File: config.mk
export PLATFORM = sky130hd
export DESIGN_NAME = riscv_mul_unit
export DESIGN_NICKNAME = d
export VERILOG_FILES = /design/src/rtl/riscv_mul_unit.sv
export SDC_FILE = /design/constraint.sdc
export NUM_CORES = 1
export LEC_CHECK = 0
export ABC_AREA = 1
export CORE_UTILIZATION = 45
export DETAILED_ROUTE_END_ITERATION = 7
export PLACE_DENSITY = 0.61
export SYNTH_ARGS = -nofsm -noshare
export SYNTH_HDL_FRONTEND = slang
export SYNTH_SLANG_ARGS = --single-unit
File: constraint.sdc
create_clock -name clk -period 6.95 [get_ports clk]
set_input_delay 1.39 -clock clk [delete_from_list [all_inputs] [get_ports clk]]
set_output_delay 1.39 -clock clk [all_outputs]
set_load 0.05 [all_outputs]
File: src/rtl/riscv_mul_unit.sv
// Iterative radix-2 shift-add multiplier for RV32M MUL/MULH/MULHSU/MULHU.
// One operation in flight; XLEN compute cycles, or an immediate result when an operand is zero.
module riscv_mul_unit #(
    parameter int XLEN  = 32,
    parameter int TAG_W = 5
) (
    input  logic             clk,
    input  logic             rst,
    input  logic             flush,
    input  logic             in_valid,
    output logic             in_ready,
    input  logic [2:0]       in_funct3,
    input  logic [XLEN-1:0]  in_op_a,
    input  logic [XLEN-1:0]  in_op_b,
    input  logic [TAG_W-1:0] in_tag,
    output logic             out_valid,
    input  logic             out_ready,
    output logic [XLEN-1:0]  out_result,
    output logic [TAG_W-1:0] out_tag
);

    // state | meaning
    // IDLE  | waiting for an operation from the decoder
    // CALC  | one multiplier bit per edge, LSB first
    // DONE  | result held for writeback until out_ready
    typedef enum logic [1:0] {
        IDLE = 2'd0,
        CALC = 2'd1,
        DONE = 2'd2
    } state_t;

    localparam int CNT_W = $clog2(XLEN);
    localparam logic [1:0] FN_MUL    = 2'b00;
    localparam logic [1:0] FN_MULH   = 2'b01;
    localparam logic [1:0] FN_MULHSU = 2'b10;

    state_t              state, state_nx;
    logic [1:0]          fn_q;
    logic                neg_q;
    logic [2*XLEN-1:0]   mcand_q;
    logic [2*XLEN-1:0]   acc_q;
    logic [XLEN-1:0]     mplier_q;
    logic [CNT_W-1:0]    cnt_q;

    logic                accept;
    logic                a_neg, b_neg;
    logic [XLEN-1:0]     mag_a, mag_b;
    logic                op_zero;
    logic                last;
    logic [2*XLEN-1:0]   acc_sum;
    logic [2*XLEN-1:0]   prod_fix;
    logic [XLEN-1:0]     prod_sel;

    assign in_ready  = (state == IDLE) && !rst;
    assign out_valid = (state == DONE);
    assign accept    = in_valid && in_ready && !flush;

    // Magnitude of 0x80000000 is 2^31, which still fits unsigned XLEN bits.
    assign a_neg   = in_op_a[XLEN-1] && ((in_funct3[1:0] == FN_MULH) || (in_funct3[1:0] == FN_MULHSU));
    assign b_neg   = in_op_b[XLEN-1] && (in_funct3[1:0] == FN_MULH);
    assign mag_a   = a_neg ? (~in_op_a + XLEN'(1)) : in_op_a;
    assign mag_b   = b_neg ? (~in_op_b + XLEN'(1)) : in_op_b;
    assign op_zero = (in_op_a == '0) || (in_op_b == '0);

    assign last     = (cnt_q == CNT_W'(XLEN - 1));
    assign acc_sum  = acc_q + (mplier_q[0] ? mcand_q : '0);
    assign prod_fix = neg_q ? (~acc_sum + (2*XLEN)'(1)) : acc_sum;
    assign prod_sel = (fn_q == FN_MUL) ? prod_fix[XLEN-1:0] : prod_fix[2*XLEN-1:XLEN];

    always_comb begin
        state_nx = state;
        case (state)
            IDLE: if (accept) state_nx = op_zero ? DONE : CALC;
            CALC: if (last) state_nx = DONE;
            DONE: if (out_ready) state_nx = IDLE;
            default: state_nx = IDLE;
        endcase
        if (flush) state_nx = IDLE;
    end

    always_ff @(posedge clk) begin
        if (rst) begin
            state      <= IDLE;
            fn_q       <= '0;
            neg_q      <= 1'b0;
            mcand_q    <= '0;
            acc_q      <= '0;
            mplier_q   <= '0;
            cnt_q      <= '0;
            out_result <= '0;
            out_tag    <= '0;
        end else begin
            state <= state_nx;
            if (accept) begin
                fn_q     <= in_funct3[1:0];
                neg_q    <= a_neg ^ b_neg;
                mcand_q  <= {{XLEN{1'b0}}, mag_a};
                mplier_q <= mag_b;
                acc_q    <= '0;
                cnt_q    <= '0;
                out_tag  <= in_tag;
                if (op_zero) out_result <= '0;
            end else if (state == CALC && !flush) begin
                acc_q    <= acc_sum;
                mcand_q  <= mcand_q << 1;
                mplier_q <= mplier_q >> 1;
                cnt_q    <= cnt_q + CNT_W'(1);
                if (last) out_result <= prod_sel;
            end
        end
    end

endmodule

-- Yosys cells after proc, flatten, opt, wreduce, memory -nomap -nowiden
Cells that the tools add are included.
- bitwise logic cells: 4
- reductions and logical operators: 20
- muxes and demuxes: 18
- equality and inequality tests: 9
- add/subtract/negate cells: 5
- operators with widths (operator ; number):
    32-bit two-way mux ; 11
    64-bit two-way mux ; 2
    32-bit by 1-bit adder with 32-bit output (second input constant) ; 2
    64-bit by 1-bit adder with 64-bit output (second input constant) ; 1
    64-bit adder ; 1
    32-bit zero test ; 2
    32-bit inverter ; 2
    64-bit inverter ; 1
    2-bit two-way mux ; 4
    1-bit logical AND ; 6
    2-bit one-hot mux with 3 select lines ; 1
    3-bit AND reduction ; 2
    5-bit by 1-bit adder with 5-bit output (second input constant) ; 1
    5-bit equality test (second input constant) ; 1
    2-bit by 1-bit equality test with 1-bit output (second input constant) ; 2
    2-bit equality test (second input constant) ; 2
    2-bit zero test ; 2
    2-bit by 1-bit inequality test with 1-bit output (second input constant) ; 2
    2-bit inequality test (second input constant) ; 2
    2-bit nonzero test ; 2
    2-bit OR reduction ; 2
    1-bit zero test ; 2
    1-bit logical OR ; 2
    1-bit XOR ; 1
- word-level logic and storage cells: 66
- output and inout port bits: 39
- flip-flop bits (word level): 207
- input bits: 77

-- Logic depth before layout (Yosys ltp)
- depth in word-level cells: 9
- depth in mapped cells: 30
- mapped depth without buffers: 28

-- Worst setup path after synthesis
Ideal clock, no wire load.
- path kind: input to output
- start point: in rst
- end point: out in_ready
- required time: 5.560 ns
- data arrival time: 2.444 ns
- setup slack: 3.116 ns
- stages on the path: 3
- cell sequence: clkbuf_1 > clkbuf_1 > nor2_1
- word-level cells in the longest chain between the ends: 2
- RTL lines (what ; RTL line ; RTL):
    start, declared ; 8 ; input logic rst,
    1-bit zero test ; 54 ; assign in_ready = (state == IDLE) && !rst;
    1-bit logical AND ; 54 ;
    end, declared ; 11 ; output logic in_ready,
Every way passes these cells.

-- Worst setup path in the final report
- start point: reg mplier_q[0]
- end point: reg out_result[25]
- word-level cells in the longest chain between the ends: 9
- RTL lines (what ; RTL line ; RTL):
    start, declared ; 42 ; logic [XLEN-1:0] mplier_q;
    start signal, assigned ; 98 ; mplier_q <= mag_b;
    start signal, assigned ; 106 ; mplier_q <= mplier_q >> 1;
    64-bit two-way mux * ; 66 ; assign acc_sum = acc_q + (mplier_q[0] ? mcand_q : '0);
    64-bit adder * ; 66 ;
    64-bit inverter ; 67 ; assign prod_fix = neg_q ? (~acc_sum + (2*XLEN)'(1)) : acc_sum;
    64-bit by 1-bit adder with 64-bit output ; 67 ;
    64-bit two-way mux * ; 67 ;
    32-bit two-way mux * ; 68 ; assign prod_sel = (fn_q == FN_MUL) ? prod_fix[XLEN-1:0] : prod_fix[2*XLEN-1:XLEN];
    32-bit two-way mux * ; 108 ; if (last) out_result <= prod_sel;
    32-bit two-way mux * ; 103 ; end else if (state == CALC && !flush) begin
    32-bit two-way mux * ; 94 ; if (accept) begin
    end signal, assigned ; 108 ;
    end, declared ; 18 ; output logic [XLEN-1:0] out_result,
Every way passes the cells marked *; elsewhere a longest branch is shown, timed or not. The select of a mux whose other input is x is not followed.
A chain may end at the register's enable or synchronous reset.

==> out/summary.md <==
- 1,692 — DRC marker count from the first detailed-route iteration
- sky130_fd_sc_hd__clkbuf_16 — CTS root buffer
- 1 — H-tree Lvls
- 7.42 ns — Critical Path RT
- 2.49 ns — fin worst setup slack
- sky130_fd_sc_hd__nand2_1 (27%), sky130_fd_sc_hd__dfxtp_1 (22%), sky130_fd_sc_hd__inv_1 (12%) — synth top area cells
- 1.03 — global placer's final weighted congestion
- reg2reg — CP Class
- 51 — number of distinct library cell variants in the gate-level netlist after synthesis
- 106 mm — global-route wire length before repair
- 3 — Clock Tree Buf Depth
- 0.58 ns — Worst-Skew Late Latency
- 0 — post-CTS setup buffer count
- 26.6% — Yosys top cell area share
- 45.6% — starting utilization of the core area
- 3,614 — post-layout net count
- 0.282% — XOR/XNOR Fraction of Synth Area
- 0 ns — summed negative setup slack over all endpoints
- 20.0k — via count of the first global-routing pass
- flip-flop — startpoint kind of the worst setup timing path
- 0% — multiplexer share of the synthesized area
- 40.7% — met1 usage
- 0.0158 ns — clock skew
- 0 — final hold viol count
- 4,401 — count of filler cells inserted in the layout
- 20,200 um2 — post-detailed-placement cell area
- 0 — number of antenna violations at the first check in global routing
- 64.2% — Period Utilization, post-route
- sky130_fd_sc_hd__nand2_1 — most common cell in the netlist
- 54.5 mm — HPWL after DPL
- 0 — Residual DRC
- 0.00226 W — Internal Dissipation
- 68.6 mm — Final Routed Wirelength
- 3,551 — Syn Nets
- reg2reg — class of the most critical hold timing path
- finished clean — outcome
- 207 — number of register bits inferred by synthesis
- 205 um — Horiz. Die Dim
- 27 — number of buffers created by CTS
- 5.35% — GR met3 Demand/Resource
- 32.0% — overall fraction of global-route tracks in use
- 5 — drt pass-1 iters
- 151 nW/um2 — Power per Cell Area
- 10.8% — Slew Limit Headroom
- 40,800 um2 — core area
- 3,404 — instance count of the mapped netlist
- 5.62% — share of cells above drive strength 1
- 21.5k — vias
- 17.1 um — wire per inst
- 5.34 — vias per cell
- 0% — asr flop ratio synth
- 4.93 ns — Arr. time, crit path
- 0 — number of flops mapped to enable cells by yosys
- 74 — number of placement rows
- 0 — Synth warnings
- 114 — IO Port Bufs
- 45.8% — post-synthesis share of cell area spent on and, or, nand and nor gates
- 11.1 nW — leakage power summed over all cells
- 0.06 ns — clock transition at the register clock pins on the worst setup and hold paths after CTS
- 11,800 um2 — area used by multi-input combinational logic
- 21,100 um2 — design area
- 1.34 ns — transition time at the pin with the least slew margin
- out_result[26] — startpoint of the lowest-slack hold path
- 0 — ANT cells
- 15.5% — power share of the combinational group
- 0 — number of instances resized during post-cts repair
- flip-flop — element type at the critical path end
- 32 — critical-path maximum fanout
- 219 — largest net degree at the start of global routing
- 4150 um2 — Seq. cell area
- sky130_fd_sc_hd__nand2_1 — area leader, netlist
- 29.0% — fraction of power spent switching nets
- 185 uV — worst supply voltage drop on vdd
- 224 MHz — Achievable Freq
- 38.7% — sequential power share
- 0 — hold buffer count at cts
- mplier_q[0] — RR Startpoint
- 13.3% — area added between synthesis and finish
- 12.6% — post-synthesis compound-gate area fraction
- 22.3% — post-synthesis sequential area ratio
- simple AND/OR/NAND/NOR gates — largest family of logic cells by synthesized area
- 207 — number of sinks on the clock net
- 2.44 ns — DP Worst Slack
- 54.5% — global routing met2 resource utilization
- 0.000922 W — net switching power of the design
- 5.47 um2 — synthesized area per cell
- 45.8% — clock network power share
- 0 — max-cap violation count
- 0 — final-report setup violation count
- 0 — number of routed nets with antenna violations
- no — unrepaired setup endpoints after global routing
- 0 — global route total overflow
- met2 — global-route layer with the greatest usage
- 18,600 um2 — mapped cell area
- 4.46 ns — final critical-path required period
- sky130_fd_sc_hd__nand2_1 (1,318), sky130_fd_sc_hd__inv_1 (584), sky130_fd_sc_hd__nand3_1 (246) — top cells by count, synth
- sky130_fd_sc_hd__dfxtp_1 — Main synth FF type
- mplier_q[0] — launching instance or port of the critical path
- 205 um — die span in y
- 42,200 um2 — area of the die
- 116 — Boundary Pins
- 51.6% — fraction of the core area covered by cells at the end of the flow
- built — CTS tree
- 0 — number of max-slew violations in the final report
- 4.75% — adder-cell share of the synthesized area
final timing paths:
path | to | slack [ns] | cells past startpoint
setup / recovery | out_result[25] | 2.49 | 27
hold / removal | out_result[26] | 0.45 | 2
setup reg to reg | out_result[25] | 2.49 | 27
hold reg to reg | out_result[26] | 0.45 | 2
flip-flops by register name (all words and copies together), names as in the netlist:
name and count:
acc_q 64, cnt_q 5, mplier_q 32, out_result 32, fn_q 2, out_tag 5, neg_q 1, mcand_q 64
state 2
layer usage:
metal  up-vias  routed length [um]
li1      10800                   -
met1      9823               30100
met2       755               31200
met3       112                5050
met4         0                2230
met5         -                   0
layout make-up:
class	count	area share [%]
inverters	612	10.9
clock buffers	36	3.60
multi-input cells	2492	56.0
well taps	532	3.16
flip-flops and latches	207	19.7
clock inverters	12	0.748
repair buffers	127	5.91
cell usage in the layout, fill, tap and decap left out, types with 3 or more instances in the layout:
master	n
sky130_fd_sc_hd__nand2_1	1318
sky130_fd_sc_hd__inv_1	584
sky130_fd_sc_hd__nand3_1	246
sky130_fd_sc_hd__nor2_1	236
sky130_fd_sc_hd__dfxtp_1	205
sky130_fd_sc_hd__a21oi_1	156
sky130_fd_sc_hd__clkdlybuf4s50_1	113
sky130_fd_sc_hd__o21ai_0	96
sky130_fd_sc_hd__ha_1	69
sky130_fd_sc_hd__o211ai_1	68
sky130_fd_sc_hd__a31oi_1	58
sky130_fd_sc_hd__nor3_1	35
sky130_fd_sc_hd__nand2_2	34
sky130_fd_sc_hd__nand4_1	31
sky130_fd_sc_hd__nor2_2	28
sky130_fd_sc_hd__clkbuf_16	27
sky130_fd_sc_hd__inv_2	23
sky130_fd_sc_hd__or2_2	18
sky130_fd_sc_hd__nand3b_1	16
sky130_fd_sc_hd__buf_4	12
sky130_fd_sc_hd__nor4_1	11
sky130_fd_sc_hd__nor2_4	10
sky130_fd_sc_hd__o21bai_1	9
sky130_fd_sc_hd__nand3_2	7
sky130_fd_sc_hd__clkinv_2	6
sky130_fd_sc_hd__clkinv_1	5
sky130_fd_sc_hd__and2_1	5
sky130_fd_sc_hd__clkbuf_8	5
sky130_fd_sc_hd__o21ai_1	4
sky130_fd_sc_hd__xor2_1	4
sky130_fd_sc_hd__nand3_4	4
sky130_fd_sc_hd__clkbuf_1	4
sky130_fd_sc_hd__nand2_4	3
sky130_fd_sc_hd__bufinv_16	3
cells by family after synthesis:
family                   count (synthesis)
AO/OA/AOI/OAI                          406
buffers and inverters                  705
AND/OR/NAND/NOR                       2010
adder cells (fa/ha/maj)                 70
flip-flops                             207
XOR/XNOR                                 6
worst max-delay path, stage by stage (launching register included):
cell and delay, ns:
sky130_fd_sc_hd__dfxtp_2 0.69, sky130_fd_sc_hd__nand2_1 0.10, sky130_fd_sc_hd__inv_1 0.08, sky130_fd_sc_hd__ha_1 0.24, sky130_fd_sc_hd__inv_1 0.07, sky130_fd_sc_hd__fa_1 0.39
sky130_fd_sc_hd__inv_1 0.15, sky130_fd_sc_hd__nand2_1 0.12, sky130_fd_sc_hd__nand2_1 0.10, sky130_fd_sc_hd__nand3_1 0.11, sky130_fd_sc_hd__nand2_1 0.20, sky130_fd_sc_hd__nand2_1 0.10
sky130_fd_sc_hd__nand2_1 0.20, sky130_fd_sc_hd__nand2_1 0.12, sky130_fd_sc_hd__nand2_1 0.14, sky130_fd_sc_hd__nand2_1 0.08, sky130_fd_sc_hd__nand2_1 0.24, sky130_fd_sc_hd__nand2_1 0.13
sky130_fd_sc_hd__nor2_1 0.19, sky130_fd_sc_hd__nand2_1 0.07, sky130_fd_sc_hd__nand2_1 0.10, sky130_fd_sc_hd__nand3_2 0.15, sky130_fd_sc_hd__nor2_4 0.21, sky130_fd_sc_hd__nand2_1 0.08
sky130_fd_sc_hd__nand2_1 0.06, sky130_fd_sc_hd__nand3_1 0.06, sky130_fd_sc_hd__nand2_1 0.11, sky130_fd_sc_hd__nand2_1 0.06
power by group through the flow:
stage | logic (W) | registers, W | clock network [W]
after global routing | 0.000544 | 0.00123 | 0.00153
after floorplan | 0.000328 | 0.00125 | 0
after detailed placement | 0.000486 | 0.00125 | 0
final | 0.000493 | 0.00123 | 0.00146
after global placement | 0.000478 | 0.00125 | 0
after CTS | 0.000488 | 0.00123 | 0.00149
stage by stage:
step	hold slack [ns]	cells	total power (W)
floorplan	0.439	3404	0.00158
global placement	0.440	3970	0.00173
detailed placement	0.440	3970	0.00174
CTS	0.456	4018	0.00321
global route	0.468	4018	0.00331
finish	0.451	4018	0.00318
Note: power is estimated with default switching activity, not from simulation.
